<file path="src/rtl/mem_port_arbiter.sv">
// rtl/mem_port_arbiter.sv - burst arbiter sharing one memory port between instruction refill and data cache
module mem_port_arbiter #(
    parameter int ADDR_W    = 32,
    parameter int DATA_W    = 32,
    parameter int BURST_LEN = 4
) (
    input  logic              clk,
    input  logic              rst,
    input  logic              i_req,
    input  logic [ADDR_W-1:0] i_addr,
    output logic [DATA_W-1:0] i_rdata,
    output logic              i_rvalid,
    output logic              i_done,
    input  logic              d_req,
    input  logic              d_we,
    input  logic [ADDR_W-1:0] d_addr,
    input  logic [DATA_W-1:0] d_wdata,
    output logic              d_wready,
    output logic [DATA_W-1:0] d_rdata,
    output logic              d_rvalid,
    output logic              d_done,
    output logic              mem_req,
    output logic              mem_we,
    output logic [ADDR_W-1:0] mem_addr,
    output logic [DATA_W-1:0] mem_wdata,
    input  logic              mem_ready,
    input  logic [DATA_W-1:0] mem_rdata,
    output logic              grant_d,
    output logic              busy
);

    localparam int BEAT_W = (BURST_LEN > 1) ? $clog2(BURST_LEN) : 1;

    // Bits below the burst size are cleared so every burst starts on a burst boundary.
    localparam logic [ADDR_W-1:0] LOW_MASK = ADDR_W'((BURST_LEN * 4) - 1);
    localparam logic [BEAT_W-1:0] LAST_BEAT = BEAT_W'(BURST_LEN - 1);

    typedef enum logic [1:0] {
        IDLE = 2'd0,
        I_RD = 2'd1,
        D_RD = 2'd2,
        D_WR = 2'd3
    } state_t;

    state_t              state_q;
    state_t              state_d;
    logic [BEAT_W-1:0]   beat_q;
    logic [BEAT_W-1:0]   beat_d;
    logic [ADDR_W-1:0]   base_q;
    logic [ADDR_W-1:0]   base_d;
    // 1 when the most recent grant went to the data side; reset favours data on the first tie.
    logic                last_d_q;
    logic                last_d_d;
    logic                pick_d;
    logic                last_beat;
    logic [ADDR_W-1:0]   beat_addr;

    assign last_beat = (beat_q == LAST_BEAT);
    assign beat_addr = base_q + ADDR_W'({beat_q, 2'b00});

    // State, beat counter, burst base and tie-break history; reset aborts any burst in flight.
    always_ff @(posedge clk or negedge rst) begin
        if (!rst) begin
            state_q  <= IDLE;
            beat_q   <= '0;
            base_q   <= '0;
            last_d_q <= 1'b0;
        end else begin
            state_q  <= state_d;
            beat_q   <= beat_d;
            base_q   <= base_d;
            last_d_q <= last_d_d;
        end
    end

    // Arbitration in IDLE, beat sequencing in the granted states, and all port outputs.
    always_comb begin
        state_d   = state_q;
        beat_d    = beat_q;
        base_d    = base_q;
        last_d_d  = last_d_q;
        pick_d    = 1'b0;
        i_rdata   = '0;
        i_rvalid  = 1'b0;
        i_done    = 1'b0;
        d_rdata   = '0;
        d_rvalid  = 1'b0;
        d_done    = 1'b0;
        d_wready  = 1'b0;
        mem_req   = 1'b0;
        mem_we    = 1'b0;
        mem_addr  = '0;
        mem_wdata = '0;
        grant_d   = 1'b0;
        busy      = 1'b0;

        case (state_q)
            IDLE: begin
                // Data wins when alone, or on a tie when instruction side was served last.
                pick_d = d_req && (!i_req || !last_d_q);
                if (pick_d) begin
                    state_d  = d_we ? D_WR : D_RD;
                    base_d   = d_addr & ~LOW_MASK;
                    beat_d   = '0;
                    last_d_d = 1'b1;
                end else if (i_req) begin
                    state_d  = I_RD;
                    base_d   = i_addr & ~LOW_MASK;
                    beat_d   = '0;
                    last_d_d = 1'b0;
                end
            end

            I_RD: begin
                mem_req  = 1'b1;
                busy     = 1'b1;
                mem_addr = beat_addr;
                i_rdata  = mem_rdata;
                if (mem_ready) begin
                    i_rvalid = 1'b1;
                    beat_d   = beat_q + BEAT_W'(1);
                    if (last_beat) begin
                        i_done  = 1'b1;
                        state_d = IDLE;
                    end
                end
            end

            D_RD: begin
                mem_req  = 1'b1;
                busy     = 1'b1;
                grant_d  = 1'b1;
                mem_addr = beat_addr;
                d_rdata  = mem_rdata;
                if (mem_ready) begin
                    d_rvalid = 1'b1;
                    beat_d   = beat_q + BEAT_W'(1);
                    if (last_beat) begin
                        d_done  = 1'b1;
                        state_d = IDLE;
                    end
                end
            end

            D_WR: begin
                mem_req   = 1'b1;
                mem_we    = 1'b1;
                busy      = 1'b1;
                grant_d   = 1'b1;
                mem_addr  = beat_addr;
                mem_wdata = d_wdata;
                if (mem_ready) begin
                    d_wready = 1'b1;
                    beat_d   = beat_q + BEAT_W'(1);
                    if (last_beat) begin
                        d_done  = 1'b1;
                        state_d = IDLE;
                    end
                end
            end

            default: begin
                state_d = IDLE;
            end
        endcase
    end

endmodule
</file>
<file path="config.mk">
export PLATFORM = sky130hd
export DESIGN_NAME = mem_port_arbiter
export DESIGN_NICKNAME = d
export VERILOG_FILES = /design/src/rtl/mem_port_arbiter.sv
export SDC_FILE = /design/constraint.sdc
export NUM_CORES = 1
export LEC_CHECK = 0
export BUFFER_PORTS_ARGS = -buffer_cell sky130_fd_sc_hd__buf_4
export CORE_AREA = 2 2 104 106
export DETAILED_ROUTE_END_ITERATION = 8
export DIE_AREA = 0 0 106 108
export MAX_ROUTING_LAYER = met4
export PLACE_DENSITY = 0.61
export SLEW_MARGIN = 20
export SYNTH_ARGS = -nofsm -noshare
export SYNTH_HDL_FRONTEND = slang
export SYNTH_SLANG_ARGS = --single-unit
</file>
<file path="constraint.sdc">
create_clock -name clk -period 1.4 [get_ports clk]
set_clock_uncertainty 0.15 [all_clocks]
set_input_delay 0.07 -clock clk [delete_from_list [all_inputs] [get_ports clk]]
set_output_delay 0.07 -clock clk [all_outputs]
set_load 0.05 [all_outputs]
</file>
==> impl_metrics.json, run 1 <==
{
  "leakage_uw": 0.00328,
  "hpwlAfterDp_mm": 9.56,
  "final_cell_mix": "138 x buf_4, 86 x buf_6, 60 x nand2_1, 59 x buf_8, 58 x dlygate4sd3_1",
  "finalCritPeriodShare": 1.24,
  "violations": "setup timing",
  "core_area_um2": 10200,
  "synth_ff_type": "dfrtp_1",
  "drive_above_1_share": 0.671,
  "nFillCells": 769,
  "drc": 0,
  "async_flop_share": 1.00,
  "ys_types": 29,
  "ir_drop_mv": 1.55,
  "slew_violations": 0,
  "fmax_mhz": 578,
  "dieArea_um2": 11400,
  "hp-class": "input pin to register",
  "crit_path_start_kind": "register",
  "antenna_found_initial": 5,
  "drt.antenna.violating_nets": 0,
  "path_cells": "buf_6 > nor2_4 > buf_12 > clkbuf_16 > nor2b_2 > buf_6",
  "clk_pin_slew_ns": 0.06,
  "final_common_cell": "buf_4",
  "total_power_uw": 17500,
  "clock_latency_ns": 0.29,
  "critPathTopFamily": "buffers and inverters",
  "cts_sinks": 33,
  "synth_top_family_by_area": "simple AND/OR/NAND/NOR gates",
  "syn_to_final_growth_pct": 163,
  "end_kind": "primary output",
  "max_stage_delay_ns": 0.43,
  "htreeDepth": 2,
  "synth_simple_gate_area_frac": 0.434,
  "placementRows": 37,
  "final-setup-viol-count": 165,
  "start_util": 0.250,
  "ys_warn_count": 0,
  "fin_ws_ns": -0.329,
  "criticalPathCategory": "register to primary output",
  "ys_seq_area_frac": 0.323,
  "io_pins": 271,
  "hold_viol": 0,
  "synth_area_um2": 2550,
  "grt.total_usage": 0.252,
  "period_needed_ns": 1.73,
  "firstDrtPassIters": 4,
  "grt_pass1_vias": 3974,
  "synthAdderAreaFrac": 0.00490,
  "die_y_um": 108,
  "syn_inst": 336,
  "rsz0062_at_grt": "yes",
  "outcome": "finished with violations",
  "pwr_density_cell_nw_per_um2": 2610,
  "root_buffer": "clkbuf_8",
  "via_count": 3817,
  "routabilityCongestion": 0.889,
  "syn_avg_cell_area_um2": 7.60,
  "cts_buffer_depth": 2,
  "worstPathArrival_ns": 1.51,
  "fin_area_um2": 6730,
  "cts_buffers": 5,
  "tritoncts": "done",
  "cp_slowest_cell": "dfrtp_2",
  "portBuffers": 260,
  "grt_overflow_total": 0,
  "synthMuxAreaShare": 0.00392,
  "path_max_fanout": 9,
  "crit_top_cell": "buf_6",
  "avgViaCountPerCell": 4.72,
  "drt_first_iter_violations": 153,
  "fin_util": 0.658,
  "cap_violations": 0,
  "drt_wl_total_mm": 15.1,
  "die_w_um": 106,
  "place_area_um2": 4810,
  "wire_per_inst_um": 18.7,
  "fin_setup_tns_ns": -41.35,
  "nNetsFinal": 799,
  "synth_edf_count": 0,
  "grt_max_degree": 35,
  "synth_xor_area_frac": 0.00343,
  "required_ns": 1.18,
  "grt_pass1_wl_mm": 21.8,
  "cp_num_buf_inv": 4,
  "ys_seq_elements": 33,
  "synth_compound_gate_area_share": 0.141
}
through the flow:
| stage | hold slack [ns] | std cells | setup WS [ns] |
|---|---|---|---|
| global placement | -0.106 | 717 | -0.0840 |
| CTS | 0.0143 | 798 | -0.323 |
| detailed placement | -0.101 | 717 | -0.144 |
| floorplan | -0.376 | 337 | -0.184 |
| global route | 0.0668 | 806 | -0.380 |
| finish | 0.0265 | 808 | -0.329 |
logic make-up (layout without fill, tap and decap cells):
group | after synthesis | in the layout
other | 1 | 9
AOI/OAI and AO/OA | 62 | 62
adders and majority gates | 1 | 1
muxes | 1 | 1
DFF | 33 | 33
buffers and inverters | 37 | 361
xor gates and xnor gates | 1 | 1
and+or+nand+nor | 200 | 204
sequential cells by signal, indices dropped and copies added, names as in the netlist:
| name | count |
|---|---|
| state_q | 2 |
| base_q | 28 |
| last_d_q | 1 |
| beat_q | 2 |
path summary, 6_finish.rpt:
check                      slack [ns]  startpoint  cells after the start           end
max                             -0.33  state_q[1]                      6  mem_addr[26]
min                              0.03   mem_ready                      4    state_q[1]
max reg2reg                     -0.27  state_q[1]                      7    base_q[11]
min reg2reg                      0.40  base_q[21]                      2    base_q[21]
max in group asynchronous        0.64         rst                      2    state_q[1]
min in group asynchronous        0.11         rst                      2    base_q[25]
metal layers:
layer / vias up / global-route usage / share of wire
met5: - / - / 0
met4: 0 / 0.127 / 0.047
met3: 39 / 0.0410 / 0.054
met2: 199 / 0.444 / 0.52
met1: 1801 / 0.277 / 0.38
li1: 1778 / - / -
cells in the mapped netlist, types with 2 or more instances:
library cell / instances / area share
buf_4: 8 / 0.024
and3_1: 35 / 0.086
nand2_1: 60 / 0.088
buf_2: 12 / 0.024
clkbuf_2: 3 / 0.0059
dfrtp_1: 33 / 0.32
clkbuf_1: 6 / 0.0088
a21oi_1: 28 / 0.055
a31oi_1: 28 / 0.069
buf_1: 2 / 0.0029
nor2_1: 3 / 0.0044
and2_1: 67 / 0.16
buf_6: 5 / 0.022
o21ai_0: 2 / 0.0039
nor2b_1: 30 / 0.073
worst reg2reg max path: cells and delay by family (launching register included):
family                 cells  cell delay, ns
AO/OA/AOI/OAI              2            0.23
buffers and inverters      4            0.67
flip-flops                 1            0.43
AND/OR/NAND/NOR            1            0.12
cell type report:
cell class                      count  area (um^2)  share of cell area
Timing Repair Buffer              352         3720               0.553
Multi-Input combinational cell    271         1870               0.278
Sequential cell                    33          828               0.123
Tap cell                          136          170              0.0253
Clock buffer                        7         86.3              0.0128
Clock inverter                      1         30.0             0.00446
Antenna cell                        7         17.5             0.00260
Inverter                            1         8.76             0.00130
power by group:
group / switching [uW] / internal (uW)
combinational: 8600 / 6230
clock: 371 / 581
sequential: 307 / 1450
timing repair:
action                                  in CTS  in global routing
hold endpoints to repair                    62                  0
gates cloned                                 7                  2
hold buffers                                58                  0
pin swaps                                    8                 33
resized for setup                          199                103
setup buffers                                8                  1
endpoints found under the setup margin     166                168
No activity file was read; power rests on OpenSTA's default activity.
==> run 2, diff against run 1 <==
CELL_PAD_IN_SITES_DETAIL_PLACEMENT = 0   (was unset)
CELL_PAD_IN_SITES_GLOBAL_PLACEMENT = 1   (was unset)
CORE_AREA = unset   (was 2 2 104 106)
CORE_UTILIZATION = 22   (was unset)
DIE_AREA = unset   (was 0 0 106 108)
PLACE_DENSITY = 0.81   (was 0.61)
clock period = 1.83 ns   (was 1.4 ns; I/O delays follow)
==> impl_metrics.json, run 2 (synthesis results as in run 1) <==
{
  "outcome": "completed",
  "slew_headroom": 0.575,
  "critPathTopFamily": "flip-flops",
  "required_ns": 1.59,
  "end_kind": "primary output",
  "via_count": 3476,
  "crit_path_start_kind": "register",
  "r2r_start": "state_q[0]",
  "clk_pin_slew_ns": 0.06,
  "fin_area_um2": 5320,
  "largest-register": "base_q",
  "reg2reg_setup_slack_ns": 0.30,
  "hold_ws_ns": 0.0321,
  "largest_reg_flops": 28,
  "grt.total_usage": 0.194,
  "path_cells": "and2b_2 > buf_12 > and2_1 > buf_4",
  "cap_violations": 0,
  "power.share.clock": 0.079,
  "drc": 0,
  "wire_per_inst_um": 15.2,
  "p_seq_frac": 0.128,
  "nNetsFinal": 771,
  "top_regs": "base_q: 28 flops, beat_q: 2 flops, state_q: 2 flops",
  "cp_num_buf_inv": 2,
  "stdcell_count": 777,
  "cts_buffer_depth": 2,
  "switching_power_uw": 6320,
  "drive_above_1_share": 0.451,
  "ir_drop_mv": 1.26,
  "placementRows": 38,
  "holdPathStages": 4,
  "firstDrtPassIters": 4,
  "drt.antenna.violating_nets": 0,
  "syn_to_final_growth_pct": 108,
  "r2r_end": "base_q[24]",
  "core_area_um2": 11100,
  "avgViaCountPerCell": 4.47,
  "die_y_um": 110,
  "use_met1": 0.204,
  "sw_frac_of_total": 0.595,
  "hp-class": "input pin to register",
  "root_buffer": "clkbuf_16",
  "htreeDepth": 2,
  "clock_latency_ns": 0.27,
  "die_w_um": 110,
  "worst_pin_slew_ns": 0.637,
  "min_to": "state_q[0]",
  "leakage_uw": 0.00278,
  "hpwlAfterDp_mm": 8.39,
  "pwr_density_cell_nw_per_um2": 2000,
  "drt_wl_total_mm": 11.8,
  "grt_pass1_wl_mm": 17.3,
  "start_util": 0.231,
  "io_pins": 271,
  "total_power_uw": 10600,
  "power.internal_uw": 4300,
  "cts_sinks": 33,
  "hold_viol": 0,
  "criticalPathCategory": "register to primary output",
  "path_max_fanout": 33,
  "combPwrFrac": 0.793,
  "period_needed_ns": 1.76,
  "cts_buffers": 5,
  "max_stage_delay_ns": 0.47,
  "dieArea_um2": 12000,
  "tritoncts": "done",
  "grt_overflow_total": 0,
  "grt_util_met3": 0.0379,
  "final-setup-viol-count": 0,
  "top_usage_layer": "met2",
  "worstPathArrival_ns": 1.51,
  "rr_worst_depth": 3,
  "drt_first_iter_violations": 155,
  "final_cell_mix": "262 x buf_4, 66 x and2_1, 60 x nand2_1, 58 x dlygate4sd3_1, 35 x and3_1",
  "grtUsageMet2": 0.369,
  "fmax_mhz": 569,
  "slew_violations": 0,
  "portBuffers": 260,
  "hp-start": "mem_ready",
  "routabilityCongestion": 0.842,
  "cp_slowest_cell": "dfrtp_2",
  "finalCritPeriodShare": 0.960,
  "final_common_cell": "buf_4",
  "worst-path-stages": 4,
  "antenna_found_initial": 1,
  "grt_pass1_vias": 3467,
  "grt_max_degree": 50,
  "place_area_um2": 4540,
  "placed_cells": 708
}
-- run 2: changes by cell type in the layout (fill, tap and decap cells not counted), moves of 26 or more --
cell	previous run	this run
buf_4	138	262
buf_6	86	5
and2_1	0	66
buf_8	59	0
and2_4	47	2
and3_1	2	35
and3_2	26	0
nor2b_1	4	30
-- run 2: what timing repair did --
action,CTS,global route
endpoints found under the setup margin,37,45
hold endpoints to repair,62,0
hold buffers,58,0
buffers inserted,1,1
resized for setup,3,8
gates cloned,1,0
-- run 2: layer usage --
| layer | vias up | wire length, um |
|---|---|---|
| met4 | 0 | 121 |
| met3 | 13 | 791 |
| li1 | 1706 | - |
| met1 | 1594 | 4580 |
| met5 | - | 0 |
| met2 | 163 | 6330 |
-- run 2: through the flow --
stage / utilization / setup slack (ns) / setup TNS (ns)
6_report: 0.480 / 0.0739 / 0
5_1_grt: 0.480 / -0.000701 / -0.000701
4_1_cts: 0.477 / 0.00783 / 0
3_5_place_dp: 0.410 / 0.196 / 0
3_3_place_gp: 0.410 / 0.251 / 0
2_1_floorplan: - / 0.224 / 0
-- run 2: layout make-up --
cell class              instances  area (um^2)
diodes                          1         2.50
inverters                       1         3.75
flip-flops and latches         33          828
clock inverters                 1         7.51
fillers                      1073         5760
repair buffers                327         2640
clock buffers                   6          139
multi-input cells             268         1520
well taps                     140          175
-- run 2: worst min-delay path, cell delays in order --
cell	delay, ns
buf_4	0.12
nand2_1	0.07
nand2_1	0.06
o21ai_0	0.07
-- run 2: how the worst max path moves through the flow --
| stage | start | to | slack, ns |
|---|---|---|---|
| after floorplan | state_q[1] | mem_addr[10] | 0.22 |
| after global routing | state_q[0] | d_rdata[17] | -0.0007 |
| after detailed placement | state_q[1] | i_done | 0.20 |
| after global placement | state_q[1] | i_done | 0.25 |
| final | state_q[0] | d_rdata[6] | 0.07 |
| after CTS | state_q[0] | d_rdata[0] | 0.008 |
-- run 2: power by group through the flow --
stage               Combinational, uW  Clock (uW)  Sequential (uW)
finish                           8420         842             1360
global route                     8880         903             1420
CTS                              8410         870             1360
detailed placement               8250           0             1360
global placement                 8220           0             1330
floorplan                        5980           0             1260
==> run 3, diff against run 2 <==
CORE_MARGIN = 2   (was unset)
CORE_UTILIZATION = 20   (was 22)
PLACE_DENSITY = 0.78   (was 0.81)
clock period = 1.55 ns   (was 1.83 ns; I/O delays follow)
==> impl_metrics.json, run 3 (synthesis results as in run 1) <==
{
  "outcome": "finished with violations",
  "violations": "setup timing",
  "reg2reg_setup_slack_ns": -0.13,
  "grt_max_degree": 34,
  "avgViaCountPerCell": 4.42,
  "fin_setup_tns_ns": -22.82,
  "required_ns": 1.32,
  "cts_sinks": 33,
  "drive_above_1_share": 0.540,
  "fin_util": 0.535,
  "via_count": 3724,
  "core_area_um2": 12600,
  "htreeDepth": 2,
  "syn_to_final_growth_pct": 163,
  "pwr_density_cell_nw_per_um2": 2390,
  "grt.total_usage": 0.195,
  "drt_first_iter_violations": 150,
  "placementRows": 41,
  "cap_violations": 0,
  "routabilityCongestion": 0.772,
  "place_area_um2": 4710,
  "clk_pin_slew_ns": 0.05,
  "cts_buffer_depth": 2,
  "grt_pass1_wl_mm": 19.8,
  "io_pins": 271,
  "final_cell_mix": "136 x buf_6, 136 x buf_4, 63 x and2_1, 59 x nand2_1, 58 x dlygate4sd3_1",
  "end_kind": "primary output",
  "firstDrtPassIters": 4,
  "period_needed_ns": 1.78,
  "criticalPathCategory": "register to primary output",
  "path_max_fanout": 32,
  "start_util": 0.203,
  "grt_overflow_total": 0,
  "leakage_uw": 0.00336,
  "fin_area_um2": 6720,
  "worstPathArrival_ns": 1.55,
  "hold_ws_ns": 0.00972,
  "clock_latency_ns": 0.27,
  "wire_per_inst_um": 16.8,
  "fmax_mhz": 563,
  "ir_drop_mv": 1.22,
  "hp-class": "input pin to register",
  "die_y_um": 117,
  "final-setup-viol-count": 156,
  "drt.antenna.violating_nets": 0,
  "crit_path_start_kind": "register",
  "largest_reg_flops": 28,
  "die_w_um": 117,
  "antenna_found_initial": 6,
  "rsz0062_at_grt": "yes",
  "portBuffers": 260,
  "hold_viol": 0,
  "root_buffer": "clkbuf_16",
  "fin_ws_ns": -0.226,
  "finalCritPeriodShare": 1.15,
  "dieArea_um2": 13700,
  "tritoncts": "done",
  "grt_pass1_vias": 3737,
  "largest-register": "base_q",
  "drc": 0,
  "slew_violations": 0,
  "top_regs": "base_q: 28 flops, beat_q: 2 flops, state_q: 2 flops",
  "hpwlAfterDp_mm": 8.89,
  "nNetsFinal": 799,
  "pre_cts_ws_ns": -0.00365,
  "cts_buffers": 5,
  "drt_wl_total_mm": 14.1
}
==> run 3: critical path, stage by stage (launching register included) <==
cell     delay [ns]
dfrtp_1        0.39
buf_6          0.13
and2b_4        0.26
buf_12         0.16
and2_1         0.17
buf_6          0.16
==> run 3: worst paths after layout <==
| kind | start | to | depth (start not counted) |
|---|---|---|---|
| worst max-delay path | state_q[1] | i_rdata[10] | 5 |
| worst min-delay path | mem_ready | state_q[0] | 4 |
| worst max register to register | state_q[0] | base_q[30] | 7 |
| worst min register to register | base_q[25] | base_q[25] | 2 |
| max in group asynchronous | rst | beat_q[0] | 2 |
| min in group asynchronous | rst | base_q[10] | 2 |
==> run 3: power breakdown <==
part / internal (uW) / switching [uW]
clock network: 803 / 363
logic: 5590 / 7730
registers: 1310 / 276
==> run 3: layout make-up <==
cell class / instances / area [um^2]
Fill cell: 1105 / 5850
Timing Repair Buffer: 356 / 3650
Multi-Input combinational cell: 267 / 1840
Sequential cell: 33 / 826
Tap cell: 172 / 215
Clock buffer: 7 / 143
Clock inverter: 1 / 30.0
Antenna cell: 6 / 15.0
Inverter: 1 / 8.76
==> run 3: timing repair <==
| action | CTS | global route |
|---|---|---|
| endpoints found under the setup margin | 127 | 165 |
| hold buffers | 58 | 0 |
| resized for setup | 208 | 39 |
| buffers inserted | 14 | 3 |
| pin swaps | 2 | 3 |
| gates cloned | 6 | 3 |
| hold endpoints to repair | 62 | 0 |
==> run 3: stage by stage <==
step	std cells	power, uW
global route	843	16800
detailed placement	749	11600
CTS	832	15500
floorplan	337	8620
global placement	749	11600
finish	843	16100
==> run 3: routing by layer <==
| layer | wire [um] | vias to the layer above | GRT usage |
|---|---|---|---|
| met1 | 5160 | 1742 | 0.198 |
| met4 | 531 | 0 | 0.0965 |
| met3 | 867 | 32 | 0.0324 |
| met2 | 7570 | 182 | 0.361 |
| met5 | 0 | - | - |
| li1 | - | 1768 | - |
